$ cat src/rtl/nand_pkg.sv
// ----------------------------------------------------------------------------
// nand_pkg
// Shared constants and types for the nand_gate block.
//   DEF_WIDTH / DEF_CNT_W : default operand width and pattern-counter width.
//   pat_e                 : lane-0 input pattern {a[0], b[0]}, used to index
//                           the four coverage counters.
// ----------------------------------------------------------------------------
package nand_pkg;

    localparam int DEF_WIDTH = 1;
    localparam int DEF_CNT_W = 16;

    typedef enum logic [1:0] {
        PAT_00 = 2'b00,
        PAT_01 = 2'b01,
        PAT_10 = 2'b10,
        PAT_11 = 2'b11
    } pat_e;

    localparam int NUM_PAT = 4;

endpackage : nand_pkg

$ cat src/rtl/nand_gate_if.sv
// ----------------------------------------------------------------------------
// nand_gate_if
// Groups the operand, qualifier and result signals of nand_gate.
//   a, b       : operands (WIDTH bits)
//   in_valid   : qualifies a/b for the registered path and the counters
//   clr_cnt    : synchronous clear of all pattern counters
//   y          : combinational ~(a & b)
//   y_q        : registered NAND result
//   out_valid  : in_valid delayed one cycle
//   cnt_00..11 : saturating hit counts of the lane-0 pattern {a[0], b[0]}
// The master modport drives operands; the slave modport is the gate itself.
// ----------------------------------------------------------------------------
interface nand_gate_if
    import nand_pkg::*;
#(
    parameter int WIDTH = DEF_WIDTH,
    parameter int CNT_W = DEF_CNT_W
) ();

    logic [WIDTH-1:0] a;
    logic [WIDTH-1:0] b;
    logic             in_valid;
    logic             clr_cnt;
    logic [WIDTH-1:0] y;
    logic [WIDTH-1:0] y_q;
    logic             out_valid;
    logic [CNT_W-1:0] cnt_00;
    logic [CNT_W-1:0] cnt_01;
    logic [CNT_W-1:0] cnt_10;
    logic [CNT_W-1:0] cnt_11;

    modport master (
        output a, b, in_valid, clr_cnt,
        input  y, y_q, out_valid, cnt_00, cnt_01, cnt_10, cnt_11
    );

    modport slave (
        input  a, b, in_valid, clr_cnt,
        output y, y_q, out_valid, cnt_00, cnt_01, cnt_10, cnt_11
    );

endinterface : nand_gate_if

$ cat src/rtl/nand_sat_counter.sv
// ----------------------------------------------------------------------------
// nand_sat_counter
// CNT_W-bit up counter that sticks at its maximum value instead of wrapping.
//   clk   : rising-edge clock
//   rst_n : asynchronous active-low reset, clears count
//   inc   : add one on this edge (ignored once saturated)
//   clr   : synchronous clear; wins over a simultaneous inc
//   count : current value
// ----------------------------------------------------------------------------
module nand_sat_counter #(
    parameter int CNT_W = 16
) (
    input  logic             clk,
    input  logic             rst_n,
    input  logic             inc,
    input  logic             clr,
    output logic [CNT_W-1:0] count
);

    localparam logic [CNT_W-1:0] CNT_MAX = {CNT_W{1'b1}};

    // NOTE: state registers use non-blocking assignments so every flop samples
    // pre-edge values regardless of process evaluation order.
    always_ff @(posedge clk or negedge rst_n) begin
        if (!rst_n) begin
            count <= '0;
        end else if (clr) begin
            count <= '0;
        end else if (inc && (count != CNT_MAX)) begin
            count <= count + CNT_W'(1);
        end
    end

endmodule : nand_sat_counter

$ cat src/rtl/nand_gate.sv
// ----------------------------------------------------------------------------
// nand_gate
// Bitwise NAND with a one-stage registered copy and lane-0 coverage counters.
//   clk   : rising-edge clock
//   rst_n : asynchronous active-low reset (y_q -> all ones, out_valid -> 0,
//           counters -> 0); y is unaffected by reset
//   bus   : nand_gate_if slave modport (operands, results, counters)
// y is purely combinational. y_q loads the NAND result on valid edges and
// holds otherwise. Each valid edge bumps the counter selected by
// {a[0], b[0]}; clr_cnt zeroes all counters and drops that cycle's hit.
// ----------------------------------------------------------------------------
module nand_gate
    import nand_pkg::*;
#(
    parameter int WIDTH = DEF_WIDTH,
    parameter int CNT_W = DEF_CNT_W
) (
    input  logic        clk,
    input  logic        rst_n,
    nand_gate_if.slave  bus
);

    logic [WIDTH-1:0] nand_val;
    logic [WIDTH-1:0] y_q_r;
    logic             out_valid_r;
    pat_e             pat;
    logic [NUM_PAT-1:0] hit;
    logic [CNT_W-1:0] cnt [NUM_PAT];

    // NAND lanes: zero latency, independent of clock, reset and qualifiers.
    assign nand_val = ~(bus.a & bus.b);
    assign bus.y    = nand_val;

    // Registered path: y_q resets to all ones, matching NAND of all-zero
    // operands, so downstream logic sees a legal value before the first load.
    always_ff @(posedge clk or negedge rst_n) begin
        if (!rst_n) begin
            y_q_r       <= '1;
            out_valid_r <= 1'b0;
        end else begin
            out_valid_r <= bus.in_valid;
            if (bus.in_valid) begin
                y_q_r <= nand_val;
            end
        end
    end

    assign bus.y_q       = y_q_r;
    assign bus.out_valid = out_valid_r;

    // Pattern decode. An unknown a[0]/b[0] matches no item and falls to the
    // default, so no counter moves on X operands.
    assign pat = pat_e'({bus.a[0], bus.b[0]});

    // NOTE: combinational blocks assign every output a default first so no
    // path through the block leaves a value unassigned (no latch).
    always_comb begin
        hit = '0;
        if (bus.in_valid) begin
            case (pat)
                PAT_00:  hit[PAT_00] = 1'b1;
                PAT_01:  hit[PAT_01] = 1'b1;
                PAT_10:  hit[PAT_10] = 1'b1;
                PAT_11:  hit[PAT_11] = 1'b1;
                default: hit = '0;
            endcase
        end
    end

    for (genvar i = 0; i < NUM_PAT; i++) begin : g_cnt
        nand_sat_counter #(
            .CNT_W (CNT_W)
        ) u_cnt (
            .clk   (clk),
            .rst_n (rst_n),
            .inc   (hit[i]),
            .clr   (bus.clr_cnt),
            .count (cnt[i])
        );
    end

    assign bus.cnt_00 = cnt[PAT_00];
    assign bus.cnt_01 = cnt[PAT_01];
    assign bus.cnt_10 = cnt[PAT_10];
    assign bus.cnt_11 = cnt[PAT_11];

endmodule : nand_gate

$ cat src/flat_wrapper.sv
// flat-port wrapper written by rule: the top's interface ports become plain ports
module nand_gate_flat import nand_pkg::*;
#(
    parameter int WIDTH = DEF_WIDTH,
    parameter int CNT_W = DEF_CNT_W
)
  (clk, rst_n, bus_a, bus_b, bus_in_valid, bus_clr_cnt, bus_y, bus_y_q, bus_out_valid, bus_cnt_00, bus_cnt_01, bus_cnt_10, bus_cnt_11);
  nand_gate_if #(.WIDTH(WIDTH), .CNT_W(CNT_W)) bus_i ();
  input  logic clk;
  input  logic rst_n;
  input wire logic [$bits(bus_i.a)-1:0] bus_a;
  input wire logic [$bits(bus_i.b)-1:0] bus_b;
  input wire logic [$bits(bus_i.in_valid)-1:0] bus_in_valid;
  input wire logic [$bits(bus_i.clr_cnt)-1:0] bus_clr_cnt;
  output wire logic [$bits(bus_i.y)-1:0] bus_y;
  output wire logic [$bits(bus_i.y_q)-1:0] bus_y_q;
  output wire logic [$bits(bus_i.out_valid)-1:0] bus_out_valid;
  output wire logic [$bits(bus_i.cnt_00)-1:0] bus_cnt_00;
  output wire logic [$bits(bus_i.cnt_01)-1:0] bus_cnt_01;
  output wire logic [$bits(bus_i.cnt_10)-1:0] bus_cnt_10;
  output wire logic [$bits(bus_i.cnt_11)-1:0] bus_cnt_11;
  assign bus_i.a = bus_a;
  assign bus_i.b = bus_b;
  assign bus_i.in_valid = bus_in_valid;
  assign bus_i.clr_cnt = bus_clr_cnt;
  assign bus_y = bus_i.y;
  assign bus_y_q = bus_i.y_q;
  assign bus_out_valid = bus_i.out_valid;
  assign bus_cnt_00 = bus_i.cnt_00;
  assign bus_cnt_01 = bus_i.cnt_01;
  assign bus_cnt_10 = bus_i.cnt_10;
  assign bus_cnt_11 = bus_i.cnt_11;
  nand_gate #(.WIDTH(WIDTH), .CNT_W(CNT_W)) u_core (.clk(clk), .rst_n(rst_n), .bus(bus_i));
endmodule
$ cat config.mk
export PLATFORM = sky130hd
export DESIGN_NAME = nand_gate_flat
export DESIGN_NICKNAME = d
export VERILOG_FILES = /design/src/rtl/nand_pkg.sv /design/src/rtl/nand_gate_if.sv /design/src/rtl/nand_sat_counter.sv /design/src/rtl/nand_gate.sv /design/src/flat_wrapper.sv
export SDC_FILE = /design/constraint.sdc
export NUM_CORES = 1
export LEC_CHECK = 0
export CORE_UTILIZATION = 52
export CTS_BUF_LIST = sky130_fd_sc_hd__clkbuf_4 sky130_fd_sc_hd__clkbuf_8 sky130_fd_sc_hd__clkbuf_16
export DETAILED_ROUTE_END_ITERATION = 6
export PLACE_DENSITY = 0.92
export RECOVER_POWER = 50
export REMOVE_ABC_BUFFERS = 1
export SYNTH_ARGS = -nofsm -noshare
export SYNTH_HDL_FRONTEND = slang
export SYNTH_SLANG_ARGS = --single-unit
$ cat constraint.sdc
create_clock -name clk -period 2.45 [get_ports clk]
set_input_delay 0.245 -clock clk [delete_from_list [all_inputs] [get_ports clk]]
set_output_delay 0.245 -clock clk [all_outputs]
set_load 0.01 [all_outputs]
==> out/metrics.csv <==
stage;metric;value;unit
critical_path;crit_start;u_core.g_cnt[3].u_cnt.count[1];
cells_and_area;final_area;4880;µm²
placement;place_ws;0.125;ns
drt;wl_met2;4870;µm
die;pin_count;73;
cells_and_area;n_fill_cell;540;
clocking;cts_setup_buffers;0;
drt;final_antenna_net_count;0;
critical_path;worstPathRequired;2.68;ns
synth;yosysTopAreaCell;dfrtp_1;
synth;syn_area;3790;µm²
clocking;cts-root-buf;clkbuf_8;
global_routing;grt_pass1_vias;3422;
cells_and_area;syn_to_final_growth;28.7;%
sta;worst_pin_slew;1.65;ns
global_routing;grt_pass1_wl;16300;µm
critical_path;regToRegEndpoint;u_core.g_cnt[3].u_cnt.count[10];
drt;wl_met3;669;µm
critical_path;crit_fanout;16;
cells_and_area;final_cell_mix;dfrtp_1, a21oi_1, clkdlybuf4s50_1, dlygate4sd3_1, nand4_1;
synth;syn_inst;413;
drt;avgRoutedWirePerCell;16.5;µm
clocking;cts_max_path_buffers;2;
critical_path;end_kind;register;
power;p_leak;1.91;nW
clocking;ctsResizeCount;0;
sta;min_period;2.16;ns
clocking;insertion_delay;0.35;ns
critical_path;criticalPathCategory;reg2reg;
cells_and_area;fin_nets;505;
synth;ys_warn_count;0;
sta;finalCritPeriodShare;88.0;%
clocking;path_clk_slew;0.07;ns
cells_and_area;final_common_cell;dfrtp_1;
drt;routed_wl;9820;µm
critical_path;r2r-start;u_core.g_cnt[3].u_cnt.count[1];
synth;synth.avg_cell_area;9.18;µm²
die;core;6910;µm²
drt;vias;3781;
synth;synth_edf_count;0;
clocking;cts_max_level;3;
global_routing;track_usage;27.0;%
global_routing;overflow;0;
sta;fin_skew;0.0113;ns
cells_and_area;regArea;1650;µm²
placement;gp_congestion;0.854;
synth;post_synth_num_cell_types;49;
die;num_rows;30;
drt;routed_via_density;6.34;
die;die_x;87.4;µm
critical_path;r2r_cells;6;
placement;port_buffers;72;
cells_and_area;post-route-util;70.7;%
sta;final_hold_viol_count;0;
critical_path;cp.arrival;2.39;ns
sta;fmax;464;MHz
sta;slew_headroom;-10.3;%
critical_path;cp-endpoint;u_core.g_cnt[3].u_cnt.count[10];
die;die_y;87.4;µm
status;status;complete, but fails checks;
critical_path;r2r_slack;0.29;ns
clocking;cts.hold.buffers_added;0;
flow_run;cap_viol_max_count;1;
clocking;numCtsBuffers;9;
sta;rsz0062_at_grt;no;
synth;synthArstFlopShare;100;%
sta;whs;0.400;ns
global_routing;grt_start_max_net_pins;67;
drt;dr.pass1.iters;5;
global_routing;antenna_found_initial;0;
sta;slew_viol_final;67;
drt;drc;0;
status;violations;max-capacitance violations, max-slew violations;
sta;worst_slack;0.294;ns
synth;seq_area_frac_synth;43.6;%
hold_path;min_path_type;in2async;
synth;post_synth_main_area_contributors;dfrtp_1, a21oi_1, nand4_1;
clocking;cts_tree;yes;
placement;dpl_cell_area;4690;µm²
die;start_util;54.9;%
cells_and_area;drive_gt1_share;11.8;%
die;die_area;7640;µm²
placement;dp_hpwl;6570;µm
critical_path;startpoint_type;register;
drt;drtIter0Drc;288;
cells_and_area;multi_input_area;2010;µm²
cells_and_area;diodes;0;
power;power.density;444;nW/µm²
clocking;cts.sink_count;66;
synth;synth_seq_cells;66;
drt;highest_layer;met4;
synth;synth.top_cell.area_share;42.9;%
power;ir_drop;292;µV
drt;wl_met1;4090;µm
sta;setup_viol;0;
power;finalPower;2.17;mW
synth;synth_ff_type;dfrtp_1;
==> registers in the layout (all words and copies together), names as in the netlist <==
register and count:
u_core.bus.y_q 1, u_core.bus.out_valid 1, u_core.g_cnt.u_cnt.count 64
==> synthesized netlist by cell type, types with 2 or more instances <==
library cell and count:
o21ai_0 20, nand2_1 23, inv_1 8, dfrtp_1 65
mux2_2 10, or3_1 18, buf_2 4, nor3b_1 2
a41oi_1 2, o21a_1 2, mux2i_1 2, a211oi_1 5
nand3_1 19, o31ai_1 21, a21oi_1 47, nor3_1 7
nor4_1 9, and2_1 2, ha_1 4, nor2_1 20
nor2b_1 10, clkbuf_1 16, nand3b_1 2, nand4_1 29
or4_1 22, and3_1 6, and3b_2 2, nand2b_1 7
and4_1 9
==> how the worst min path moves through the flow <==
stage / from / endpoint / cells after the start
after floorplan: rst_n / u_core.bus.out_valid / 0
after global placement: rst_n / u_core.g_cnt[3].u_cnt.count[13] / 2
after detailed placement: rst_n / u_core.g_cnt[3].u_cnt.count[13] / 2
after CTS: rst_n / u_core.g_cnt[1].u_cnt.count[13] / 2
after global routing: rst_n / u_core.g_cnt[3].u_cnt.count[13] / 2
final: rst_n / u_core.g_cnt[3].u_cnt.count[15] / 2
==> power by group <==
group	total, mW	internal, mW	leakage [nW]	switching [mW]
Combinational	0.113	0.0406	0.888	0.0726
Sequential	1.10	1.10	0.915	0.00718
Clock	0.949	0.520	0.105	0.429
==> kinds of logic after synthesis <==
kind of cell / count (synthesis) / synth area share (%)
and+or+nand+nor: 195 / 31.4
AOI/OAI and AO/OA: 105 / 16.7
DFF: 66 / 43.6
buffers and inverters: 30 / 3.33
muxes: 12 / 3.50
adders and majority gates: 4 / 1.32
xor gates and xnor gates: 1 / 0.231
==> worst max-delay path, cell delays in order, from the launching register on <==
cell	delay [ns]
dfrtp_1	0.43
ha_1	0.34
nand4_1	0.19
nor4_2	0.46
buf_4	0.29
nor4_1	0.07
mux2_2	0.26
==> metal layers <==
metal	global-route usage, %	vias to the layer above
li1	-	1761
met1	35.9	1826
met2	44.5	175
met3	3.98	19
met4	10.6	0
met5	0	-
==> final cells by class <==
class                           count  area share (%)
Tap cell                           96            2.46
Inverter                            8           0.615
Sequential cell                    66            33.9
Clock inverter                      5            1.08
Multi-Input combinational cell    317            41.2
Timing Repair Buffer               93            17.7
Clock buffer                       11            3.10
==> through the flow <==
step	instances	TNS [ns]
after floorplan	391	-1.50
after global placement	580	0
after detailed placement	580	0
after CTS	596	0
after global routing	596	0
final	596	0
No activity file was read; power rests on OpenSTA's default activity.
